**src/rtl/axi_led_master_if.sv**
```systemverilog
// AXI4-Lite bus between the LED master and the interconnect.
// Only the channels the LED master actually uses are carried.
interface axi_led_master_if #(
  parameter int unsigned AW = 32
);
  logic [AW-1:0] M_AXI_AWADDR;
  logic          M_AXI_AWVALID;
  logic          M_AXI_AWREADY;
  logic [2:0]    M_AXI_AWPROT;
  logic [31:0]   M_AXI_WDATA;
  logic [3:0]    M_AXI_WSTRB;
  logic          M_AXI_WVALID;
  logic          M_AXI_WREADY;
  logic [1:0]    M_AXI_BRESP;
  logic          M_AXI_BVALID;
  logic          M_AXI_BREADY;
  logic [AW-1:0] M_AXI_ARADDR;
  logic          M_AXI_ARVALID;
  logic          M_AXI_ARREADY;
  logic [2:0]    M_AXI_ARPROT;
  logic [31:0]   M_AXI_RDATA;
  logic [1:0]    M_AXI_RRESP;
  logic          M_AXI_RVALID;
  logic          M_AXI_RREADY;

  modport master (
    output M_AXI_AWADDR, M_AXI_AWVALID, M_AXI_AWPROT,
    output M_AXI_WDATA, M_AXI_WSTRB, M_AXI_WVALID,
    output M_AXI_BREADY,
    output M_AXI_ARADDR, M_AXI_ARVALID, M_AXI_ARPROT,
    output M_AXI_RREADY,
    input  M_AXI_AWREADY, M_AXI_WREADY,
    input  M_AXI_BRESP, M_AXI_BVALID,
    input  M_AXI_ARREADY,
    input  M_AXI_RDATA, M_AXI_RRESP, M_AXI_RVALID
  );

  modport slave (
    input  M_AXI_AWADDR, M_AXI_AWVALID, M_AXI_AWPROT,
    input  M_AXI_WDATA, M_AXI_WSTRB, M_AXI_WVALID,
    input  M_AXI_BREADY,
    input  M_AXI_ARADDR, M_AXI_ARVALID, M_AXI_ARPROT,
    input  M_AXI_RREADY,
    output M_AXI_AWREADY, M_AXI_WREADY,
    output M_AXI_BRESP, M_AXI_BVALID,
    output M_AXI_ARREADY,
    output M_AXI_RDATA, M_AXI_RRESP, M_AXI_RVALID
  );
endinterface

```
**src/rtl/axi_led_master.sv**
```systemverilog
// AXI4-Lite master that mirrors the board switches into the LED register
// whenever they change, then reads the register back and checks it.
module axi_led_master #(
  parameter int unsigned   AW          = 32,
  parameter logic [AW-1:0] LED_ADDR    = '0,
  parameter int unsigned   SYNC_STAGES = 2
) (
  input  logic        clk,
  input  logic        resetn,
  input  logic [15:0] switches,
  output logic        busy,
  output logic        resp_err,
  output logic        mismatch,
  output logic [31:0] write_count,
  axi_led_master_if.master m_axi
);
  localparam int unsigned SW_W = 16;
  localparam logic [1:0]  RESP_OKAY = 2'b00;

  typedef enum logic [2:0] {IDLE, WRITE, WRESP, READ, RRESP, CHECK} state_t;

  state_t          state_q, state_d;
  logic [SW_W-1:0] sync_q [SYNC_STAGES];
  logic [SW_W-1:0] sw_sync;
  logic [SW_W-1:0] cap_q, cap_d, rb_q, rb_d, last_q, last_d;
  logic            pending_q, pending_d;
  logic            awvalid_q, awvalid_d, wvalid_q, wvalid_d;
  logic            aw_done_q, aw_done_d, w_done_q, w_done_d;
  logic            bready_q, bready_d, arvalid_q, arvalid_d, rready_q, rready_d;
  logic            rd_ok_q, rd_ok_d;
  logic            resp_err_d, mismatch_d, busy_d;
  logic [31:0]     write_count_d;
  logic            unused_rdata_hi;

  // Synchronizer is left out of reset so a held switch value survives it
  always_ff @(posedge clk) begin
    sync_q[0] <= switches;
    for (int i = 1; i < SYNC_STAGES; i++) sync_q[i] <= sync_q[i-1];
  end
  assign sw_sync = sync_q[SYNC_STAGES-1];

  always_ff @(posedge clk) begin
    if (!resetn) begin
      state_q     <= IDLE;
      cap_q       <= '0;
      rb_q        <= '0;
      last_q      <= '0;
      pending_q   <= 1'b1;
      awvalid_q   <= 1'b0;
      wvalid_q    <= 1'b0;
      aw_done_q   <= 1'b0;
      w_done_q    <= 1'b0;
      bready_q    <= 1'b0;
      arvalid_q   <= 1'b0;
      rready_q    <= 1'b0;
      rd_ok_q     <= 1'b0;
      resp_err    <= 1'b0;
      mismatch    <= 1'b0;
      busy        <= 1'b0;
      write_count <= '0;
    end else begin
      state_q     <= state_d;
      cap_q       <= cap_d;
      rb_q        <= rb_d;
      last_q      <= last_d;
      pending_q   <= pending_d;
      awvalid_q   <= awvalid_d;
      wvalid_q    <= wvalid_d;
      aw_done_q   <= aw_done_d;
      w_done_q    <= w_done_d;
      bready_q    <= bready_d;
      arvalid_q   <= arvalid_d;
      rready_q    <= rready_d;
      rd_ok_q     <= rd_ok_d;
      resp_err    <= resp_err_d;
      mismatch    <= mismatch_d;
      busy        <= busy_d;
      write_count <= write_count_d;
    end
  end

  always_comb begin
    state_d       = state_q;
    cap_d         = cap_q;
    rb_d          = rb_q;
    last_d        = last_q;
    pending_d     = pending_q;
    awvalid_d     = awvalid_q;
    wvalid_d      = wvalid_q;
    aw_done_d     = aw_done_q;
    w_done_d      = w_done_q;
    bready_d      = bready_q;
    arvalid_d     = arvalid_q;
    rready_d      = rready_q;
    rd_ok_d       = rd_ok_q;
    resp_err_d    = resp_err;
    mismatch_d    = mismatch;
    write_count_d = write_count;

    unique case (state_q)
      IDLE: begin
        if (pending_q || (sw_sync != last_q)) begin
          cap_d     = sw_sync;
          last_d    = sw_sync;
          pending_d = 1'b0;
          awvalid_d = 1'b1;
          wvalid_d  = 1'b1;
          aw_done_d = 1'b0;
          w_done_d  = 1'b0;
          state_d   = WRITE;
        end
      end
      // AW and W complete independently; B is only opened after both
      WRITE: begin
        if (awvalid_q && m_axi.M_AXI_AWREADY) begin
          awvalid_d = 1'b0;
          aw_done_d = 1'b1;
        end
        if (wvalid_q && m_axi.M_AXI_WREADY) begin
          wvalid_d = 1'b0;
          w_done_d = 1'b1;
        end
        if (aw_done_d && w_done_d) begin
          bready_d = 1'b1;
          state_d  = WRESP;
        end
      end
      WRESP: begin
        if (m_axi.M_AXI_BVALID) begin
          bready_d = 1'b0;
          if (m_axi.M_AXI_BRESP == RESP_OKAY) begin
            write_count_d = write_count + 32'd1;
            arvalid_d     = 1'b1;
            state_d       = READ;
          end else begin
            resp_err_d = 1'b1;
            state_d    = IDLE;
          end
        end
      end
      READ: begin
        if (m_axi.M_AXI_ARREADY) begin
          arvalid_d = 1'b0;
          rready_d  = 1'b1;
          state_d   = RRESP;
        end
      end
      RRESP: begin
        if (m_axi.M_AXI_RVALID) begin
          rready_d = 1'b0;
          if (m_axi.M_AXI_RRESP != RESP_OKAY) begin
            resp_err_d = 1'b1;
            rd_ok_d    = 1'b0;
          end else begin
            rb_d    = m_axi.M_AXI_RDATA[SW_W-1:0];
            rd_ok_d = 1'b1;
          end
          state_d = CHECK;
        end
      end
      CHECK: begin
        if (rd_ok_q && (rb_q != cap_q)) mismatch_d = 1'b1;
        state_d = IDLE;
      end
      default: state_d = IDLE;
    endcase

    busy_d = (state_d != IDLE);
  end

  assign m_axi.M_AXI_AWADDR  = LED_ADDR;
  assign m_axi.M_AXI_ARADDR  = LED_ADDR;
  assign m_axi.M_AXI_AWPROT  = 3'b000;
  assign m_axi.M_AXI_ARPROT  = 3'b000;
  assign m_axi.M_AXI_WSTRB   = 4'hF;
  assign m_axi.M_AXI_WDATA   = {16'h0000, cap_q};
  assign m_axi.M_AXI_AWVALID = awvalid_q;
  assign m_axi.M_AXI_WVALID  = wvalid_q;
  assign m_axi.M_AXI_BREADY  = bready_q;
  assign m_axi.M_AXI_ARVALID = arvalid_q;
  assign m_axi.M_AXI_RREADY  = rready_q;

  // Upper half of the LED register readback carries nothing
  assign unused_rdata_hi = ^m_axi.M_AXI_RDATA[31:16];
endmodule
```
**src/flat_wrapper.sv**
```systemverilog
// flat-port wrapper written by rule: the top's interface ports become plain ports
module axi_led_master_flat 
#(
  parameter int unsigned   AW          = 32,
  parameter logic [AW-1:0] LED_ADDR    = '0,
  parameter int unsigned   SYNC_STAGES = 2
)
  (clk, resetn, switches, busy, resp_err, mismatch, write_count, m_axi_M_AXI_AWADDR, m_axi_M_AXI_AWVALID, m_axi_M_AXI_AWPROT, m_axi_M_AXI_WDATA, m_axi_M_AXI_WSTRB, m_axi_M_AXI_WVALID, m_axi_M_AXI_BREADY, m_axi_M_AXI_ARADDR, m_axi_M_AXI_ARVALID, m_axi_M_AXI_ARPROT, m_axi_M_AXI_RREADY, m_axi_M_AXI_AWREADY, m_axi_M_AXI_WREADY, m_axi_M_AXI_BRESP, m_axi_M_AXI_BVALID, m_axi_M_AXI_ARREADY, m_axi_M_AXI_RDATA, m_axi_M_AXI_RRESP, m_axi_M_AXI_RVALID);
  axi_led_master_if #(.AW(AW)) m_axi_i ();
  input  logic clk;
  input  logic resetn;
  input  logic [15:0] switches;
  output logic busy;
  output logic resp_err;
  output logic mismatch;
  output logic [31:0] write_count;
  output wire logic [$bits(m_axi_i.M_AXI_AWADDR)-1:0] m_axi_M_AXI_AWADDR;
  output wire logic [$bits(m_axi_i.M_AXI_AWVALID)-1:0] m_axi_M_AXI_AWVALID;
  output wire logic [$bits(m_axi_i.M_AXI_AWPROT)-1:0] m_axi_M_AXI_AWPROT;
  output wire logic [$bits(m_axi_i.M_AXI_WDATA)-1:0] m_axi_M_AXI_WDATA;
  output wire logic [$bits(m_axi_i.M_AXI_WSTRB)-1:0] m_axi_M_AXI_WSTRB;
  output wire logic [$bits(m_axi_i.M_AXI_WVALID)-1:0] m_axi_M_AXI_WVALID;
  output wire logic [$bits(m_axi_i.M_AXI_BREADY)-1:0] m_axi_M_AXI_BREADY;
  output wire logic [$bits(m_axi_i.M_AXI_ARADDR)-1:0] m_axi_M_AXI_ARADDR;
  output wire logic [$bits(m_axi_i.M_AXI_ARVALID)-1:0] m_axi_M_AXI_ARVALID;
  output wire logic [$bits(m_axi_i.M_AXI_ARPROT)-1:0] m_axi_M_AXI_ARPROT;
  output wire logic [$bits(m_axi_i.M_AXI_RREADY)-1:0] m_axi_M_AXI_RREADY;
  input wire logic [$bits(m_axi_i.M_AXI_AWREADY)-1:0] m_axi_M_AXI_AWREADY;
  input wire logic [$bits(m_axi_i.M_AXI_WREADY)-1:0] m_axi_M_AXI_WREADY;
  input wire logic [$bits(m_axi_i.M_AXI_BRESP)-1:0] m_axi_M_AXI_BRESP;
  input wire logic [$bits(m_axi_i.M_AXI_BVALID)-1:0] m_axi_M_AXI_BVALID;
  input wire logic [$bits(m_axi_i.M_AXI_ARREADY)-1:0] m_axi_M_AXI_ARREADY;
  input wire logic [$bits(m_axi_i.M_AXI_RDATA)-1:0] m_axi_M_AXI_RDATA;
  input wire logic [$bits(m_axi_i.M_AXI_RRESP)-1:0] m_axi_M_AXI_RRESP;
  input wire logic [$bits(m_axi_i.M_AXI_RVALID)-1:0] m_axi_M_AXI_RVALID;
  assign m_axi_M_AXI_AWADDR = m_axi_i.M_AXI_AWADDR;
  assign m_axi_M_AXI_AWVALID = m_axi_i.M_AXI_AWVALID;
  assign m_axi_M_AXI_AWPROT = m_axi_i.M_AXI_AWPROT;
  assign m_axi_M_AXI_WDATA = m_axi_i.M_AXI_WDATA;
  assign m_axi_M_AXI_WSTRB = m_axi_i.M_AXI_WSTRB;
  assign m_axi_M_AXI_WVALID = m_axi_i.M_AXI_WVALID;
  assign m_axi_M_AXI_BREADY = m_axi_i.M_AXI_BREADY;
  assign m_axi_M_AXI_ARADDR = m_axi_i.M_AXI_ARADDR;
  assign m_axi_M_AXI_ARVALID = m_axi_i.M_AXI_ARVALID;
  assign m_axi_M_AXI_ARPROT = m_axi_i.M_AXI_ARPROT;
  assign m_axi_M_AXI_RREADY = m_axi_i.M_AXI_RREADY;
  assign m_axi_i.M_AXI_AWREADY = m_axi_M_AXI_AWREADY;
  assign m_axi_i.M_AXI_WREADY = m_axi_M_AXI_WREADY;
  assign m_axi_i.M_AXI_BRESP = m_axi_M_AXI_BRESP;
  assign m_axi_i.M_AXI_BVALID = m_axi_M_AXI_BVALID;
  assign m_axi_i.M_AXI_ARREADY = m_axi_M_AXI_ARREADY;
  assign m_axi_i.M_AXI_RDATA = m_axi_M_AXI_RDATA;
  assign m_axi_i.M_AXI_RRESP = m_axi_M_AXI_RRESP;
  assign m_axi_i.M_AXI_RVALID = m_axi_M_AXI_RVALID;
  axi_led_master #(.AW(AW), .LED_ADDR(LED_ADDR), .SYNC_STAGES(SYNC_STAGES)) u_core (.clk(clk), .resetn(resetn), .switches(switches), .busy(busy), .resp_err(resp_err), .mismatch(mismatch), .write_count(write_count), .m_axi(m_axi_i));
endmodule
```
**config.mk**
```make
export PLATFORM = sky130hd
export DESIGN_NAME = axi_led_master_flat
export DESIGN_NICKNAME = d
export VERILOG_FILES = /design/src/rtl/axi_led_master_if.sv /design/src/rtl/axi_led_master.sv /design/src/flat_wrapper.sv
export SDC_FILE = /design/constraint.sdc
export NUM_CORES = 1
export LEC_CHECK = 0
export BUFFER_PORTS_ARGS = -buffer_cell sky130_fd_sc_hd__buf_2
export CORE_AREA = 2 2 111 113
export CTS_CLUSTER_SIZE = 14
export DETAILED_ROUTE_END_ITERATION = 10
export DIE_AREA = 0 0 113 115
export PLACE_DENSITY = 0.86
export SETUP_SLACK_MARGIN = 0.02
export SYNTH_ARGS = -nofsm -noshare
export SYNTH_HDL_FRONTEND = slang
export SYNTH_SLANG_ARGS = --single-unit
```
**constraint.sdc**
```tcl
create_clock -name clk -period 2.9 [get_ports clk]
set_input_delay 0.87 -clock clk [delete_from_list [all_inputs] [get_ports clk]]
set_output_delay 0.87 -clock clk [all_outputs]
set_load 0.01 [all_outputs]
```
==> results of run 1 <==
==> power by group through the flow <==
stage / Combinational [W] / Clock [W] / Sequential [W]
after global placement: 0.000318 / 0 / 0.00168
after detailed placement: 0.000322 / 0 / 0.00168
final: 0.000323 / 0.00123 / 0.00164
after global routing: 0.000358 / 0.00131 / 0.00165
after floorplan: 0.000290 / 0 / 0.00168
after CTS: 0.000324 / 0.00126 / 0.00164
==> logic make-up after synthesis <==
kind of cell    after synthesis
simple gates                195
buf+inv                     126
flops                       111
compound gates               57
xor+xnor                     54
mux                          29
other cells                   2
fa+ha+maj                     1
==> synthesized netlist by cell type, drive strengths merged (3+ instances only) <==
| cell type | instances |
|---|---|
| nand2 | 30 |
| nor4 | 16 |
| nor3 | 11 |
| nor2 | 49 |
| dfxtp | 111 |
| xor2 | 23 |
| mux2 | 12 |
| a21oi | 20 |
| nor2b | 3 |
| o21ai | 9 |
| inv | 6 |
| nand4 | 20 |
| nand3 | 36 |
| and2 | 3 |
| mux2i | 17 |
| clkbuf | 25 |
| or3 | 8 |
| xnor2 | 31 |
| buf | 94 |
| nor3b | 3 |
| o211ai | 12 |
| and4 | 5 |
| a31oi | 6 |
==> sequential cells by signal, indices dropped and copies added (netlist names) <==
register	cells
u_core.cap_q	16
u_core.resp_err	1
u_core.m_axi.M_AXI_WVALID	1
u_core.m_axi.M_AXI_RREADY	1
u_core.m_axi.M_AXI_BREADY	1
u_core.rb_q	16
u_core.m_axi.M_AXI_ARVALID	1
u_core.mismatch	1
u_core.w_done_q	1
u_core.aw_done_q	1
u_core.pending_q	1
u_core.busy	1
u_core.write_count	32
u_core.rd_ok_q	1
u_core.m_axi.M_AXI_AWVALID	1
u_core.sync_q	32
u_core.state_q	3
==> per-stage QoR <==
stage	setup WS, ps	total power [W]	instances	util (%)
2_1_floorplan	467	0.00197	663	-
3_3_place_gp	277	0.00199	804	47.0
3_5_place_dp	281	0.00200	804	47.0
4_1_cts	632	0.00323	820	49.6
5_1_grt	538	0.00332	820	49.6
6_report	604	0.00320	820	49.6
==> critical path, cell delays in order <==
cell and delay (ps):
buf_2 110, nor3b_2 390, nand3_2 130, or3_1 450, or4_1 480, a21oi_1 150
==> worst max-delay path by stage <==
stage,to,cells after the start
floorplan,u_core.write_count[27],5
global placement,u_core.write_count[27],6
detailed placement,u_core.write_count[27],6
CTS,u_core.write_count[28],6
global route,u_core.write_count[27],6
finish,u_core.write_count[28],6
==> metal layers <==
layer,track usage [%],up-vias,part of all wire (%)
li1,-,1988,-
met1,21.6,1851,43
met2,28.2,138,49
met3,4.27,14,6.7
met4,6.50,0,1.7
met5,0,-,0
==> final cells by class <==
cell class | instances | share of cell area, %
Inverter | 7 | 0.449
Tap cell | 147 | 3.14
Clock buffer | 10 | 3.91
Sequential cell | 111 | 37.9
Multi-Input combinational cell | 426 | 43.0
Timing Repair Buffer | 113 | 10.3
Clock inverter | 6 | 1.24
==> flow_summary.toml, run 1 <==
[outcome]
run_status = "complete, but fails checks"
violations = "DRC"

[critical_path]
cp-end-kind = "flop"
crit_type = "in2reg"
cp-start-kind = "input port"
r2r_start = "u_core.state_q[1]"
cp-startpoint = "m_axi_M_AXI_BRESP[1]"
r2r_slack_ps = 720
cp_max_fo = 4
timing.rr.end = "u_core.write_count[28]"
worstRegToRegCells = 5
cp.required_ps = 3180
cp.arrival_ps = 2570

[layout]
final_layout_size_suffix_gt1_share_pct = 22.0
final-seq-area_sq_um = 2220
multi_input_area_sq_um = 2520
nets = 728
final_common_cell = "dfxtp_1"
fill_cells = 1095
syn_to_final_growth_pct = 12.2
fin_area_sq_um = 5860
layout_common_cells = "dfxtp_1 (111), buf_2 (98), conb_1 (90)"
diodes = 0

[hold_path]
min-delay-start = "u_core.sync_q[0][10]"
min_to = "u_core.sync_q[0][26]"
hold_class = "reg2reg"
hold-path-cell-count = 0

[cts]
htreeDepth = 3
ctsLongestPathBuffers = 2
cts_resized = 0
cts_hold_buf = 0
cts_buffers = 9
path_clk_slew_ps = 80
cts_setup_buffers = 0
cts_root_buf = "clkbuf_16"
cts_sinks = 111
clkLatencyLatePin_ps = 360
tritoncts = "done"

[die]
core_sq_um = 11800
io_pins = 205
dieArea_sq_um = 13000
placementRows = 40
die_x_microns = 113
start_util_pct = 44.2
die_h_microns = 115

[timing]
final.setup_skew_ps = 13.2
relSlewSlack_pct = 60.3
worst_pin_slew_ps = 592
setup_violations = 0
rsz0062_at_grt = "no"
slew_violations = 0
fmax_mhz = 436
tns_ps = 0
finalCritPeriodShare_pct = 79.2
timing.hold.ws_ps = 330
period_minus_slack_ps = 2300
hold_viol_final = 0

[routing]
wl_per_cell_microns = 13.6
dr_total_vias = 3991
ant_nets = 0
wl_microns = 11200
drc = 13
dr.first_iter.drc_count = 269
vias_per_cell = 4.87
first_pass_iters = 7

[power]
power_density_nw_per_um2 = 546
p_comb_share_pct = 10.1
p_sw_w = 0.000879
p_leak_nw = 2.59
p_sw_share_pct = 27.5
peakVddDrop_mv = 0.480
internal_power_w = 0.00232
p_seq_share_pct = 51.4
clockPowerShare_pct = 38.5

[logic_synthesis]
ys_ff_latch = 111
synth_top_area_cell = "dfxtp_1"
avgSynthCellArea_sq_um = 9.08
synth_cell_types = 48
synth_xor_area_share_pct = 9.06
synth_fa_ha_area_share_pct = 0.240
synth-simple-area-share_pct = 19.8
yosys.area.top_type_share_pct = 42.6
synth.area.top_cells = "dfxtp_1 (43%), buf_4 (13%), xnor2_1 (5.2%)"
synthFlopType = "dfxtp_1"
synth_top_family_by_area = "simple AND/OR/NAND/NOR gates"
synth_compound_area_share_pct = 6.76
async_reset_ff_share_pct = 0
synth.area.mux_share_pct = 5.85
yosys_warnings = 0
yosysSeqAreaShare_pct = 42.6
synth_edf_count = 0
synth_area_sq_um = 5220
synthCells = 575

[placed_design]
io_buffers = 98
globalplace.congestion = 0.827
dpl-instance-area_sq_um = 5550
dp_hpwl_microns = 8050

[global_route]
grt_pass1_vias = 3546
grt_max_degree = 38
grt_pass1_wl_microns = 17500
grt_usage_pct = 17.0
grt_overflow = 0
antenna_found_initial = 0

[flow_run]
maxCapViolCount = 0
(Power assumes the default switching activity.)
==> run 2: changes to the inputs <==
--- a/config.mk
+++ b/config.mk
@@ -6,11 +6,11 @@
 export NUM_CORES = 1
 export LEC_CHECK = 0
 export BUFFER_PORTS_ARGS = -buffer_cell sky130_fd_sc_hd__buf_2
-export CORE_AREA = 2 2 111 113
+export CORE_AREA = 2 2 112 114
 export CTS_CLUSTER_SIZE = 14
 export DETAILED_ROUTE_END_ITERATION = 10
-export DIE_AREA = 0 0 113 115
-export PLACE_DENSITY = 0.86
+export DIE_AREA = 0 0 114 116
+export PLACE_DENSITY = 0.88
 export SETUP_SLACK_MARGIN = 0.02
 export SYNTH_ARGS = -nofsm -noshare
 export SYNTH_HDL_FRONTEND = slang
==> constraint.sdc (replaced) <==
create_clock -name clk -period 1.89 [get_ports clk]
set_input_delay 0.567 -clock clk [delete_from_list [all_inputs] [get_ports clk]]
set_output_delay 0.567 -clock clk [all_outputs]
set_load 0.01 [all_outputs]
==> flow_summary.toml, run 2 (synthesized netlist as in run 1, its figures left out) <==
[outcome]
run_status = "complete, no violations"

[power]
peakVddDrop_mv = 0.531
power_density_nw_per_um2 = 792
p_leak_nw = 2.84

[die]
io_pins = 205
die_h_microns = 116
dieArea_sq_um = 13200
placementRows = 40
start_util_pct = 43.8
core_sq_um = 11900
die_x_microns = 114

[cts]
cts_buffers = 9
cts_root_buf = "clkbuf_16"
clkLatencyLatePin_ps = 350
path_clk_slew_ps = 80
cts_hold_buf = 0
tritoncts = "done"
ctsLongestPathBuffers = 2
cts_sinks = 111
htreeDepth = 3

[global_route]
grt_pass1_vias = 3915
grt_pass1_wl_microns = 18800
grt_max_degree = 32
grt_usage_pct = 18.0
antenna_found_initial = 0
grt_overflow = 0

[critical_path]
cp.required_ps = 2170
cp-start-kind = "flop"
cp_slowest_cell = "or3_4"
cp.arrival_ps = 2140
cp-end-kind = "flop"
crit_path_cell_trace = "and4_4 -> nand4_1 -> or3_4 -> buf_4 -> or3_1 -> a21oi_1"
crit_type = "reg2reg"
cp_max_fo = 3
slowest_delay_ps = 440

[routing]
ant_nets = 0
vias_per_cell = 5.01
dr.first_iter.drc_count = 348
wl_microns = 12300
wl_per_cell_microns = 14.2
drc = 0
first_pass_iters = 8
dr_total_vias = 4328

[layout]
diodes = 0
final_layout_size_suffix_gt1_share_pct = 28.6
nets = 773
final_common_cell = "dfxtp_1"
syn_to_final_growth_pct = 19.6
fin_area_sq_um = 6240
layout_common_cells = "dfxtp_1 (106), buf_2 (98), conb_1 (90)"
reg.largest.list = "u_core.sync_q x32, u_core.write_count x32"

[placed_design]
globalplace.congestion = 0.853
io_buffers = 98
dpl-instance-area_sq_um = 5900
dpl_worst_slack_ps = -287
dp_hpwl_microns = 8750

[timing]
hold_viol_final = 0
slew_violations = 0
period_minus_slack_ps = 1860
rsz0062_at_grt = "yes"
setup_slack_ps = 27.9
final.setup_skew_ps = 8.38
setup_violations = 0
finalCritPeriodShare_pct = 98.5
fmax_mhz = 537

[flow_run]
maxCapViolCount = 0

[hold_path]
hold_class = "in2reg"
-- run 2: cell types whose count changed in the layout (fill, tap and decap cells not counted), sizes merged --
cell	before	now
buf	113	158
clkinvlp	0	1
inv	8	9
clkinv	5	2
-- run 2: routing by layer --
metal  global-route usage [%]  part of all wire (%)
met3                     4.18                   7.3
met5                        0                     0
met4                     9.59                   3.6
met1                     22.1                    40
met2                     29.6                    49
-- run 2: layout make-up --
cell class	count	area (sq um)
clock buffers	10	239
clock inverters	5	50.0
fillers	1007	5670
inverters	7	26.3
multi-input cells	426	2550
flip-flops and latches	111	2230
well taps	147	184
repair buffers	158	966
-- run 2: worst max-delay path: cells and delay by family (launching register included) --
family / cells / cell delay [ps]
flip-flops: 1 / 330
AO/OA/AOI/OAI: 1 / 150
AND/OR/NAND/NOR: 4 / 1160
buffers and inverters: 1 / 150
-- run 2: final timing paths --
kind	from	end	slack, ps	cells after the start
setup / recovery	u_core.write_count[7]	u_core.write_count[30]	30	6
hold / removal	switches[13]	u_core.sync_q[0][13]	310	1
setup reg to reg	u_core.write_count[7]	u_core.write_count[30]	30	6
hold reg to reg	u_core.sync_q[0][7]	u_core.sync_q[0][23]	330	0
-- run 2: stage by stage --
| step | utilization (%) | hold WS (ps) | std cells | total power, W | TNS, ps |
|---|---|---|---|---|---|
| 3_3_place_gp | 49.5 | 312 | 845 | 0.00311 | -1500 |
| 4_1_cts | 52.0 | 296 | 860 | 0.00496 | 0 |
| 5_1_grt | 52.4 | 292 | 864 | 0.00513 | -58.2 |
| 2_1_floorplan | - | 310 | 663 | 0.00302 | -360 |
| 3_5_place_dp | 49.5 | 313 | 845 | 0.00313 | -2080 |
| 6_report | 52.4 | 307 | 864 | 0.00494 | 0 |
-- run 2: power breakdown --
| part | leakage [nW] | internal, W | switching [W] |
|---|---|---|---|
| sequential | 0.915 | 0.00243 | 0.0000713 |
| combinational | 1.78 | 0.000237 | 0.000354 |
| clock | 0.141 | 0.000954 | 0.000903 |
-- run 2: repair_timing --
action,4_1_cts,5_1_grt
pin swaps,1,8
buffers inserted,0,4
cloned,0,0
setup endpoints to repair,2,4
endpoints found under the hold margin,0,0
gates resized for setup,1,10
